**src/rtl/sw_cond_pkg.sv**
```systemverilog
// Shared types and default sizing for the switch input conditioner.
package sw_cond_pkg;

  typedef enum logic {
    S_STABLE = 1'b0,
    S_SETTLE = 1'b1
  } sw_state_e;

  localparam int unsigned DefaultWidth          = 8;
  localparam int unsigned DefaultDebounceCycles = 16;
  localparam int unsigned DefaultCntW           = 5;

endpackage

```
**src/rtl/sync_2ff.sv**
```systemverilog
// Two-flop synchroniser for a bus of asynchronous levels.
module sync_2ff #(
  parameter int unsigned WIDTH = 8
) (
  input  logic             clk,
  input  logic             rst_n,
  input  logic [WIDTH-1:0] d_i,
  output logic [WIDTH-1:0] q_o
);

  logic [WIDTH-1:0] sync1_q, sync1_d;
  logic [WIDTH-1:0] sync2_q, sync2_d;

  always_comb begin
    sync1_d = d_i;
    sync2_d = sync1_q;
  end

  always_ff @(posedge clk or negedge rst_n) begin
    if (!rst_n) begin
      sync1_q <= '0;
      sync2_q <= '0;
    end else begin
      sync1_q <= sync1_d;
      sync2_q <= sync2_d;
    end
  end

  assign q_o = sync2_q;

endmodule

```
**src/rtl/sw_input_conditioner.sv**
```systemverilog
// Synchronises and debounces the switch bus as one word, then offers each
// committed word to the processor over a valid/ready handshake.
module sw_input_conditioner
  import sw_cond_pkg::*;
#(
  parameter int unsigned WIDTH           = DefaultWidth,
  parameter int unsigned DEBOUNCE_CYCLES = DefaultDebounceCycles,
  parameter int unsigned CNT_W           = DefaultCntW
) (
  input  logic             clk,
  input  logic             rst_n,
  input  logic [WIDTH-1:0] sw_raw,
  output logic [WIDTH-1:0] sw_out,
  output logic             sw_valid,
  input  logic             sw_ready,
  output logic             sw_changed,
  output logic             overrun
);

  localparam logic [CNT_W-1:0] CntMax = CNT_W'(DEBOUNCE_CYCLES - 1);

  logic [WIDTH-1:0] sync2;

  sync_2ff #(
    .WIDTH (WIDTH)
  ) u_sync (
    .clk   (clk),
    .rst_n (rst_n),
    .d_i   (sw_raw),
    .q_o   (sync2)
  );

  sw_state_e        state_q, state_d;
  logic [WIDTH-1:0] stable_q, stable_d;
  logic [WIDTH-1:0] cand_q, cand_d;
  logic [CNT_W-1:0] cnt_q, cnt_d;
  logic [WIDTH-1:0] sw_out_q, sw_out_d;
  logic             sw_valid_q, sw_valid_d;
  logic             sw_changed_q, sw_changed_d;
  logic             overrun_q, overrun_d;
  logic             commit;

  always_comb begin
    state_d  = state_q;
    stable_d = stable_q;
    cand_d   = cand_q;
    cnt_d    = cnt_q;
    sw_out_d = sw_out_q;
    commit   = 1'b0;

    unique case (state_q)
      S_STABLE: begin
        if (sync2 != stable_q) begin
          cand_d  = sync2;
          cnt_d   = '0;
          state_d = S_SETTLE;
        end
      end
      S_SETTLE: begin
        if (sync2 == stable_q) begin
          state_d = S_STABLE;
        end else if (sync2 != cand_q) begin
          // Any bit moving restarts the window, so the word commits atomically.
          cand_d = sync2;
          cnt_d  = '0;
        end else if (cnt_q == CntMax) begin
          commit  = 1'b1;
          state_d = S_STABLE;
        end else begin
          cnt_d = cnt_q + CNT_W'(1);
        end
      end
    endcase

    if (commit) begin
      stable_d = cand_q;
      sw_out_d = cand_q;
    end

    // A commit always wins over acceptance; the newest word is what gets offered.
    if (commit) begin
      sw_valid_d = 1'b1;
    end else if (sw_valid_q && sw_ready) begin
      sw_valid_d = 1'b0;
    end else begin
      sw_valid_d = sw_valid_q;
    end

    sw_changed_d = commit;
    overrun_d    = commit && sw_valid_q && !sw_ready;
  end

  always_ff @(posedge clk or negedge rst_n) begin
    if (!rst_n) begin
      state_q      <= S_STABLE;
      stable_q     <= '0;
      cand_q       <= '0;
      cnt_q        <= '0;
      sw_out_q     <= '0;
      sw_valid_q   <= 1'b0;
      sw_changed_q <= 1'b0;
      overrun_q    <= 1'b0;
    end else begin
      state_q      <= state_d;
      stable_q     <= stable_d;
      cand_q       <= cand_d;
      cnt_q        <= cnt_d;
      sw_out_q     <= sw_out_d;
      sw_valid_q   <= sw_valid_d;
      sw_changed_q <= sw_changed_d;
      overrun_q    <= overrun_d;
    end
  end

  assign sw_out     = sw_out_q;
  assign sw_valid   = sw_valid_q;
  assign sw_changed = sw_changed_q;
  assign overrun    = overrun_q;

endmodule

```
**config.mk**
```make
export PLATFORM = sky130hd
export DESIGN_NAME = sw_input_conditioner
export DESIGN_NICKNAME = d
export VERILOG_FILES = /design/src/rtl/sw_cond_pkg.sv /design/src/rtl/sync_2ff.sv /design/src/rtl/sw_input_conditioner.sv
export SDC_FILE = /design/constraint.sdc
export NUM_CORES = 1
export LEC_CHECK = 0
export CORE_ASPECT_RATIO = 2
export CORE_UTILIZATION = 60
export CTS_BUF_LIST = sky130_fd_sc_hd__clkbuf_2 sky130_fd_sc_hd__clkbuf_4 sky130_fd_sc_hd__clkbuf_8
export DETAILED_ROUTE_END_ITERATION = 8
export HOLD_SLACK_MARGIN = 0.08
export PLACE_DENSITY = 0.95
export SYNTH_ARGS = -nofsm -noshare
export SYNTH_HDL_FRONTEND = slang
export SYNTH_SLANG_ARGS = --single-unit
```
**constraint.sdc**
```tcl
create_clock -name clk -period 4.03 [get_ports clk]
set_clock_uncertainty 0.05 [all_clocks]
set_input_delay 0.6045 -clock clk [delete_from_list [all_inputs] [get_ports clk]]
set_output_delay 0.6045 -clock clk [all_outputs]
set_load 0.005 [all_outputs]
```
; ---- Word level (Yosys, flattened, before mapping)
; Index checks and enable logic that the tools add are counted.
; W data, S select, Z words.
[totals]
reg_bits = 41
inputBits = 11
out_inout_bits = 11
wordCells = 46
[classes]
n_addsub = 1
n_eq_ne = 8
muxes = 20
n_bitwise = 1
reduce_logical = 7
[ops]
columns = cell, count
row1 = $mux W8, 3
row2 = $mux W5, 4
row3 = $ne A8 B8 Y1, 2
row4 = $pmux W8 S2, 1
row5 = $mux W1, 10
row6 = $pmux W5 S2, 1
row7 = $eq A8 B8 Y1, 1
row8 = $reduce_and A3 Y1, 2
row9 = $add A5 B1 Y5 const B, 1
row10 = $eq A5 B4 Y1 const B, 1
row11 = $ne A2 B2 Y1 const B, 2
row12 = $logic_and A1 B1 Y1, 3
row13 = $ne A3 B3 Y1 const B, 1
row14 = $ne A2 B1 Y1 const B, 1
row15 = $pmux W1 S2, 1
row16 = $reduce_bool A2 Y1, 1
row17 = $logic_not A1 Y1, 1
row18 = $not A1 Y1, 1

; ---- Longest topological paths before layout
[depth]
word_depth = 7
ltp_mapped = 6
mapped_depth_nobuf = 6

; ---- Hierarchy
; From an unflattened synthesis, not the netlist that was laid out.
[unflattened]
hier_cells = 107
area_unflattened_um2 = 1594.0
[by_module_without_submodules]
columns = mod, instances, cells_per_inst, area_each_um2
row1 = sw_input_conditioner, 1, 91, 1193.6
row2 = sync_2ff, 1, 16, 400.4

; ---- Worst setup path after synthesis
; OpenSTA, ideal clock, no wires.
[synth_path]
kind = register to register
start = register cnt_q[0]
end = register cnt_q[3]
setup_time_ps = 127
arrival_ps = 1656
required_ps = 3853
slack_ps = 2198
path_stages_with_launch = 7
n_path_buf = 0
path_cell_list = dfrtp_1 -> ha_1 -> and3_1 -> ha_1 -> nand4b_1 -> and3_2 -> a221o_2
[synth_between]
elab_chain_cells = 5
elab_cells_between_ends = 8
[synth_rtl]
columns = item, line
row1 = from (decl), sw_input_conditioner.sv:36  ; logic [CNT_W-1:0] cnt_q, cnt_d;
row2 = from (signal assigned), sw_input_conditioner.sv:107  ; cnt_q <= cnt_d;
row3 = $add A5 B1 Y5, sw_input_conditioner.sv:70  ; cnt_d = cnt_q + CNT_W'(1);
row4 = $mux W5, sw_input_conditioner.sv:66  ; end else if (cnt_q == CntMax) begin
row5 = $mux W5, sw_input_conditioner.sv:62  ; end else if (sync2 != cand_q) begin
row6 = $mux W5, sw_input_conditioner.sv:60  ; if (sync2 == stable_q) begin
row7 = $pmux W5 S2, sw_input_conditioner.sv:51  ; unique case (state_q)
; Parallel ways exist; a longest one is shown, timed or not. The select of a mux whose other input is x is not followed.
; A chain may end at the register's enable or synchronous reset.

; ---- Final worst setup path
[layout_path]
start = register u_sync.sync2_q[6] (netlist: u_sync.q_o[6])
end = register sw_out_q[6] (netlist: sw_out[6])
[layout_between]
elab_chain_cells = 4
elab_cells_between_ends = 5
[layout_rtl]
columns = item, line
row1 = from (decl), sync_2ff.sv:12  ; logic [WIDTH-1:0] sync2_q, sync2_d;
row2 = from (signal assigned), sync_2ff.sv:25  ; sync2_q <= sync2_d;
row3 = $ne A8 B8 Y1, sw_input_conditioner.sv:62
row4 = $mux W1, sw_input_conditioner.sv:62
row5 = $mux W1 *, sw_input_conditioner.sv:60
row6 = $mux W1 *, sw_input_conditioner.sv:51
row7 = to (signal assigned), sw_input_conditioner.sv:108  ; sw_out_q <= sw_out_d;
row8 = to (decl), sw_input_conditioner.sv:37  ; logic [WIDTH-1:0] sw_out_q, sw_out_d;
; Every way passes the cells marked *; elsewhere a longest branch is shown, timed or not.

==> results summary <==
The run finished with clean final reports. The overall die area is between 2000 and 3000 µm². STA puts the critical path data arrival time at 2.14 ns. Setup repair after global routing left no endpoint under its margin. The number of failing hold endpoints at the final stage came out at 0. The setup slack after layout came out at 2.01 ns. The critical path data required time came out at 4.16 ns. The total count of max-transition violations in the final report is 0. The depth of the most critical reg-to-reg path came out at 5. The maximum buffer depth of the clock tree is 2. The die boundary width is 38.3 µm. The maximum ir drop on the vdd rail is 0.434 mV. The total clock sinks is 41.

For this design the top-level I/O count stands at 22. The number of nets in the synthesized netlist is 119. Of the cells placed in the final design, the portion with a size suffix greater than 1 is 23.7%. The worst min-delay path startpoint is u_sync.sync1_q[6].

Summed over all failing endpoints, the final setup total negative slack is 0 ns. Entering global routing, the biggest net connects between 40 and 50 pins. The H-tree depth came out at 2.

The first global-routing pass estimated 4.26 mm of wire. After clock tree synthesis, the repair step resized 0 gates. The proportion of power drawn by flip-flops and latches came out at 53.5%. The post-CTS setup buffer count is 0. For this block, the initial DRC count from the detailed router was 11.

In this run the critical register-to-register path is captured at sw_out[6]. The number of cell rows is 26. The sequential cell area fraction in the yosys report is 65.0%. The layout overhead on the synthesized area came out at 22.8%. The largest total area in the synthesized netlist belongs to sky130_fd_sc_hd__dfrtp_1.

The TritonCTS clock tree is yes. The overall via count from detail_route is 901. The clock group share of total power is 41.9%. The setup slack of the worst register-to-register path came out at 2.01 ns.

In the routed design, unresolved DRC markers number 0. The via count of the first global-routing pass was 952. For this run, the total global-route usage over all layers was measured as ~23%. The internal power came out at 0.000653 W. Based on the critical path, the design can be clocked at up to 0.496 GHz.

The library cell used most frequently in the layout, excluding fill and tap cells, is sky130_fd_sc_hd__dfrtp_1. In this run, post-CTS hold repair placed 0 buffers. In this run, synthesis produced a sequential element count of 41. The min-delay analysis places its worst path in the category reg2reg. The startpoint identified for the worst register-to-register timing path is u_sync.q_o[6].

In this run switching power makes up 19.5% of total power. The max capacitance violation total is 0. By startpoint and endpoint, the worst setup path is classified as reg2reg. The initial core utilization came out at 62.2%. The count of buffers inserted at the top-level ports is 21. The distinct cell type count of the synthesized netlist came out at 25.

The synthesized netlist occupies a cell area of between 1500 and 2000 µm². The detailed-route wire length is ~2.6 mm. The relative slew slack is 43.8%. The die is about 75 µm tall. In the post-synthesis netlist, the biggest area contributors are sky130_fd_sc_hd__dfrtp_1 (65%), sky130_fd_sc_hd__mux2_2 (11%), sky130_fd_sc_hd__xnor2_1 (8.9%). The net switching power figure came out at 0.000159 W. The measured slew at the worst slew-check pin is 0.843 ns. The post-route clock period utilization is between 50 and 60%. The placeable core region is around 2500 µm². The number of cells produced by synthesis is 106. The total instance count after detailed placement is 155. The worst hold path terminates at u_sync.q_o[6].

The critical-path maximum fanout is 10. The final design area excluding fillers is about 1900 µm². The yosys synthesis warning count came out at 0. The combinational power share came out at 4.6%. Excluding fillers, the count of instances in the completed layout stands at 163. The worst hold path depth came out at 0.

For this run, the detailed router's first-pass iteration total came to 4. The remaining antenna violation count after routing came out at 0. Power spread over the standard cell area amounts to 419 nW/µm². The overall power consumption is 0.000811 W. The final critical delay including setup and external delays is 2.02 ns.

The mean area per synthesized cell is 14.9 µm². The final weighted congestion in routability-driven placement came out at 0.763. The worst setup path is launched from a register. The area share of the leading cell type in the synthesized netlist came out at about 65%. The antenna cell count is 0. The wire-length estimate of the detail-placed layout is 1.96 mm. Global routing finished with a remaining overflow of 0.

The pre-CTS setup slack is 2.03 ns. The placed standard-cell area is between 1500 and 2000 µm². In the layout the commonest cells are sky130_fd_sc_hd__dfrtp_1 (41), sky130_fd_sc_hd__clkdlybuf4s50_1 (20), sky130_fd_sc_hd__xnor2_1 (16), sky130_fd_sc_hd__mux2_2 (16), sky130_fd_sc_hd__clkbuf_8 (6).

The number of failing setup endpoints in the final timing report came out at 0. The number of antenna violations at the first check in global routing came out at 0. The worst setup path is captured at a register. In this run the static leakage power is 0.836 nW. After clock tree synthesis, the clock-pin slew on the worst setup and hold paths is 0.07 ns. The cell sitting at the root of the clock tree is a sky130_fd_sc_hd__clkbuf_8. The clock latency reported for the late side of the worst-skew pair came out at 0.30 ns. The net count reported at finish is 147.

Using the TritonRoute via totals, the vias-per-cell ratio works out to 5.53. The number of buffers created by CTS is 5. The average wire per standard cell came out at 15.9 µm.
## synth_stat cells
cell type,n
sky130_fd_sc_hd__dfrtp_1,41
sky130_fd_sc_hd__mux2_2,16
sky130_fd_sc_hd__xnor2_1,16
sky130_fd_sc_hd__inv_1,5
sky130_fd_sc_hd__nand4_1,3
sky130_fd_sc_hd__o22ai_1,3
sky130_fd_sc_hd__a21oi_1,2
sky130_fd_sc_hd__ha_1,2
sky130_fd_sc_hd__nand2_1,2
sky130_fd_sc_hd__a221o_2,1
sky130_fd_sc_hd__and3_1,1
sky130_fd_sc_hd__and3_2,1
sky130_fd_sc_hd__and3b_2,1
sky130_fd_sc_hd__mux2i_1,1
sky130_fd_sc_hd__nand3_1,1
sky130_fd_sc_hd__nand3b_2,1
sky130_fd_sc_hd__nand4b_1,1
sky130_fd_sc_hd__nor2_1,1
sky130_fd_sc_hd__nor2_2,1
sky130_fd_sc_hd__nor3_1,1
sky130_fd_sc_hd__nor3_4,1
sky130_fd_sc_hd__nor3b_1,1
sky130_fd_sc_hd__o21ai_0,1
sky130_fd_sc_hd__or2b_1,1
sky130_fd_sc_hd__or3b_4,1
## cell type report
type | instances | area, µm²
fillers | 153 | 599
multi-input cells | 60 | 533
repair buffers | 21 | 205
flip-flops and latches | 41 | 1030
clock buffers | 7 | 90.1
clock inverters | 1 | 30.0
inverters | 5 | 18.8
well taps | 28 | 35.0
## flip-flops by register name (all words and copies together), names as in the netlist
name            flops
cand_q              8
cnt_q               5
overrun             1
state_q             1
sw_changed          1
sw_out              8
sw_valid            1
u_sync.q_o          8
u_sync.sync1_q      8
## layer usage
metal | wire (µm) | vias up | track usage [%]
met5 | 0 | - | 0
met4 | 69 | 0 | 13.9
met3 | 75 | 6 | 8.06
met2 | 1500 | 17 | 38.8
met1 | 946 | 460 | 22.9
li1 | - | 418 | -
## stage by stage
| step | hold slack, ns | utilization (%) |
|---|---|---|
| 6_report | 0.303 | 76.4 |
| 5_1_grt | 0.311 | 76.4 |
| 4_1_cts | 0.308 | 76.4 |
| 3_5_place_dp | 0.290 | 71.6 |
| 3_3_place_gp | 0.282 | 71.6 |
| 2_1_floorplan | 0.259 | - |
## cell families (layout without fill, tap and decap cells)
group	count (synthesis)	in the layout	synth area share [%]
fa+ha+maj	2	2	1.59
simple gates	18	18	8.41
buf+inv	5	34	1.19
compound gates	7	7	2.85
xor+xnor	16	16	8.88
mux	17	17	12.1
flops	41	41	65.0
## worst max-delay path by stage
| stage | end | start | slack, ns |
|---|---|---|---|
| after floorplan | cnt_q[3] | cnt_q[0] | 2.20 |
| after global placement | cnt_q[3] | cnt_q[0] | 2.11 |
| after detailed placement | sw_out[6] | u_sync.q_o[6] | 2.03 |
| after CTS | sw_out[6] | u_sync.q_o[6] | 2.01 |
| after global routing | sw_out[5] | u_sync.q_o[2] | 1.88 |
| final | sw_out[6] | u_sync.q_o[6] | 2.01 |
## power groups by stage
stage	clock network (W)	logic (W)	registers, W
final	0.000340	0.0000374	0.000434
after global routing	0.000362	0.0000414	0.000436
after CTS	0.000346	0.0000384	0.000434
after detailed placement	0	0.0000384	0.000442
after global placement	0	0.0000367	0.000440
after floorplan	0	0.0000179	0.000439
## critical path, stage by stage (launching register included)
cell and delay [ns]:
sky130_fd_sc_hd__dfrtp_1 0.42, sky130_fd_sc_hd__xnor2_1 0.20, sky130_fd_sc_hd__nand4_1 0.19, sky130_fd_sc_hd__nor2_2 0.34, sky130_fd_sc_hd__nand3b_2 0.34, sky130_fd_sc_hd__mux2_2 0.37
Note: power is estimated with default switching activity, not from simulation.
==> RTL edit 1, RTL diff (config.mk and constraints unchanged) <==
`DefaultWidth`: 8 -> 12.
--- a/src/rtl/sw_cond_pkg.sv
+++ b/src/rtl/sw_cond_pkg.sv
@@ -6,7 +6,7 @@
     S_SETTLE = 1'b1
   } sw_state_e;
 
-  localparam int unsigned DefaultWidth          = 8;
+  localparam int unsigned DefaultWidth          = 12;
   localparam int unsigned DefaultDebounceCycles = 16;
   localparam int unsigned DefaultCntW           = 5;
 
Interface: changed (resized sw_out and sw_raw); port bits go from 22 to 30. No check against the original RTL was run, so the function may have changed too.
==> RTL edit 1 against the unedited design <==
- wire length up 57%
- combinational power up 40%
- clock power up 72%
- sequential cell count up 16
- power up 53%
- final area up 43%
- setup slack worse by 0.54 ns
- area after synthesis up 40%
- critical path type unchanged
==> RTL edit 1: results (changes against the unedited design) <==
[run_status]
status = finished, final reports clean  ; unchanged

[logic_synthesis]
synthesis.nets = 172  ; was 119

[global_routing]
grt_usage_pct = 25.6  ; was 23.0%
use_met3_pct = 9.28  ; was 8.06%
grt_pass1_wl_um = 6760  ; was 4260 um
met2_usage_pct = 42.8  ; was 38.8%
grt_pass1_vias = 1459  ; was 952

[place]
place_inst = 230  ; was 155
portBuffers = 29  ; was 21
place_area_mm2 = 0.00254  ; was 0.00182 mm2
dp_slack_ns = 1.52  ; was 2.03 ns
dp_hpwl_um = 2900  ; was 1960 um
place_congestion = 0.757  ; was 0.763

[layout]
layout.cells.non_filler = 246  ; was 163
final_nets = 210  ; was 147

[setup_path]
path_max_fanout = 12  ; was 10
arrival_ns = 2.72  ; was 2.14 ns
path_delay_family = compound AO/OA/AOI/OAI gates  ; was simple AND/OR/NAND/NOR gates
cp_slowest_cell = a21oi_1  ; was dfrtp_1

[detailed_routing]
met2_length_um = 2290  ; was 1500 um
wl_met1_um = 1440  ; was 946 um
wl_per_cell_um = 16.5  ; was 15.9 um
met3_length_um = 156  ; was 75 um
drt-vias-per-instance = 5.40  ; was 5.53

[clock_network]
h-tree-depth = 3  ; was 2
cts_buffers = 9  ; was 5

[power_and_ir_drop]
vdd_drop_max_v = 0.000374  ; was 0.000434 V

[hold_path]
holdCritPathClass = in2async  ; was reg2reg

-- RTL edit 1: path summary, 6_finish.rpt --
kind / cells past startpoint / from / slack (ns) / endpoint
max: 5 / u_sync.q_o[9]$_DFF_PN0_ / 1.47 / cand_q[7]$_DFFE_PN0P_
max in group asynchronous: 2 / rst_n / 2.99 / u_sync.q_o[11]$_DFF_PN0_
min reg2reg: 0 / u_sync.sync1_q[8]$_DFF_PN0_ / 0.29 / u_sync.q_o[8]$_DFF_PN0_
max reg2reg: 5 / u_sync.q_o[9]$_DFF_PN0_ / 1.47 / cand_q[7]$_DFFE_PN0P_
min: 1 / rst_n / 0.12 / cand_q[6]$_DFFE_PN0P_
min in group clk: 0 / u_sync.sync1_q[8]$_DFF_PN0_ / 0.29 / u_sync.q_o[8]$_DFF_PN0_
-- RTL edit 1: logic make-up (layout without fill, tap and decap cells) --
kind of cell	count (synthesis)	count (layout)	synth area share (%)
xor gates and xnor gates	19	19	7.51
adders and majority gates	2	2	1.13
muxes	25	25	12.5
AOI/OAI and AO/OA	11	11	3.62
and+or+nand+nor	25	25	7.34
buffers and inverters	16	59	3.45
DFF	57	57	64.4
-- RTL edit 1: report_power, final --
group / switching [mW] / leakage, nW / total (mW) / internal (mW)
clock: 0.215 / 0.117 / 0.586 / 0.370
sequential: 0.0140 / 0.708 / 0.605 / 0.591
combinational: 0.0263 / 0.471 / 0.0525 / 0.0262
total: 0.256 / 1.30 / 1.24 / 0.987
-- RTL edit 1: layout make-up --
cell class / count / area [um2]
flip-flops and latches: 57 / 1430
clock inverters: 5 / 78.8
repair buffers: 30 / 293
multi-input cells: 82 / 712
fillers: 208 / 689
clock buffers: 11 / 145
inverters: 13 / 48.8
well taps: 48 / 60.1
==> RTL edit 2, RTL diff (same flow settings) <==
Made on the original files. Register the output `overrun` once more, cleared by the reset; this adds one clock of latency there. The other outputs are not delayed to match.
--- a/src/rtl/sw_input_conditioner.sv
+++ b/src/rtl/sw_input_conditioner.sv
@@ -115,7 +115,13 @@
   assign sw_out     = sw_out_q;
   assign sw_valid   = sw_valid_q;
   assign sw_changed = sw_changed_q;
-  assign overrun    = overrun_q;
+  always_ff @(posedge clk or negedge rst_n) begin
+    if (!rst_n) begin
+      overrun <= '0;
+    end else begin
+      overrun <= overrun_q;
+    end
+  end
 
 endmodule
 
Formal check against the unedited RTL: same outputs for any inputs over 10 cycles, from zero or initial values and one cycle with rst_n low; that may be too few to reach the edited logic, so the function may still have changed.
==> RTL edit 2 against the unedited design <==
- worst hold slack improved by 0.0026 ns
- power decreased by 9.5%
- core utilization decreased by 0.44 points
- setup slack got worse by 0.00061 ns
- final area decreased by 0.58%
- combinational power increased by 2%
- sequential share of layout area increased by 1.6 points
- wire length increased by 6.9%
- non-clock buffer count unchanged
- cell count unchanged
- sequential cell count increased by 1
- area after synthesis increased by 1.6%
- count of clock-buffer cells in the layout decreased by 2
- critical path type unchanged
- largest cell class unchanged
- largest power group unchanged
==> RTL edit 2: results (changes against the unedited design) <==
[run_status]
status = finished, final reports clean  ; unchanged

[setup_path]
rr_worst_depth = 6  ; was 5
rr_endpoint = cnt_q[3]$_DFFE_PN0P_  ; was sw_out[6]$_DFFE_PN0P_
path_max_fanout = 6  ; was 10
r2r_setup_slack_ns = 2.01  ; about the same
startpoint = cnt_q[0]$_DFFE_PN0P_  ; was u_sync.q_o[6]$_DFF_PN0_

[detailed_routing]
wirelength_um = 2770  ; was 2590 um
num_vias = 907  ; was 901
drt-vias-per-instance = 5.56  ; was 5.53
first_iter_violations = 19  ; was 11
drtPass1Iterations = 6  ; was 4

[timing]
finalCriticalPeriod_ns = 2.02  ; about the same
tightest_slew_ns = 0.880  ; was 0.843 ns

[logic_synthesis]
synth.top_cells.by_count = dfrtp_1, mux2_2, xnor2_1  ; unchanged
yosysSeqAreaShare_pct = 65.6  ; was 65.0%
synthesis.nets = 120  ; was 119
synth_area_leaders = dfrtp_1, mux2_2, xnor2_1, ha_1, inv_1  ; unchanged
avgSynthCellArea_um2 = 15.0  ; was 14.9 um2
synthArstFlopShare_pct = 100  ; unchanged

[power_and_ir_drop]
vdd_drop_max_v = 0.000317  ; was 0.000434 V
leakagePower_nw = 0.825  ; was 0.836 nW

[place]
place_inst = 156  ; was 155
dp_hpwl_um = 2080  ; was 1960 um
place_congestion = 0.713  ; was 0.763

[clock_network]
h-tree-depth = 2  ; unchanged
cts_buffers = 5  ; unchanged

[global_routing]
grt_usage_pct = 23.5  ; was 23.0%
grt_pass1_vias = 942  ; was 952
globalRouteOverflowTotal = 0  ; unchanged
grt_start_max_net_pins = 43  ; was 42
grt_pass1_wl_um = 4420  ; was 4260 um

[hold_path]
hold_end = u_sync.q_o[7]$_DFF_PN0_  ; was u_sync.q_o[6]$_DFF_PN0_
hold_path_startpoint = u_sync.sync1_q[7]$_DFF_PN0_  ; was u_sync.sync1_q[6]$_DFF_PN0_

[layout]
drive_gt1_share_pct = 23.0  ; was 23.7%
final_nets = 148  ; was 147

## RTL edit 2: cells by family (layout without fill, tap and decap cells)
group / Yosys count / count (layout) / synth area share (%)
AO/OA/AOI/OAI: 7 / 7 / 2.81
XOR/XNOR: 16 / 16 / 8.74
adder cells (fa/ha/maj): 2 / 2 / 1.56
buffers and inverters: 5 / 33 / 1.17
flip-flops: 42 / 42 / 65.6
multiplexers: 17 / 17 / 11.9
AND/OR/NAND/NOR: 18 / 18 / 8.28
## RTL edit 2: cell type report
cell class	instances	area (um2)
sequential	42	1050
fill	156	611
multi-input combinational	60	533
timing repair buffer	21	205
clock buffer	5	68.8
tap	28	35.0
inverter	5	18.8
clock inverter	2	15.0
## RTL edit 2: worst max-delay path, delay by kind of cell (launching register included)
kind / cells / cell delay [ns]
DFF: 1 / 0.42
AOI/OAI and AO/OA: 1 / 0.31
and+or+nand+nor: 3 / 0.65
adders and majority gates: 2 / 0.48
## RTL edit 2: layer usage
layer  GRT usage [%]  wire length (um)
met5               0                 0
met4            13.0                70
met3            6.19                75
met2            40.9              1660
met1            24.2               965
## RTL edit 2: metrics by stage
step / hold WS (ns) / cell area [um2]
finish: 0.305 / 1930
global route: 0.311 / 1930
CTS: 0.309 / 1930
detailed placement: 0.291 / 1840
global placement: 0.282 / 1840
floorplan: 0.259 / 1600
## RTL edit 2: report_power, final
part | internal (mW) | total [mW] | leakage, nW | switching [mW]
combinational | 0.0204 | 0.0380 | 0.262 | 0.0176
clock | 0.118 | 0.252 | 0.0362 | 0.134
sequential | 0.434 | 0.444 | 0.526 | 0.0105
total | 0.572 | 0.734 | 0.825 | 0.162
## RTL edit 2: worst max-delay path by stage
| stage | to |
|---|---|
| finish | cnt_q[3]$_DFFE_PN0P_ |
| global placement | sw_out[2]$_DFFE_PN0P_ |
| CTS | sw_out[1]$_DFFE_PN0P_ |
| floorplan | cnt_q[3]$_DFFE_PN0P_ |
| detailed placement | sw_out[1]$_DFFE_PN0P_ |
| global route | sw_out[1]$_DFFE_PN0P_ |
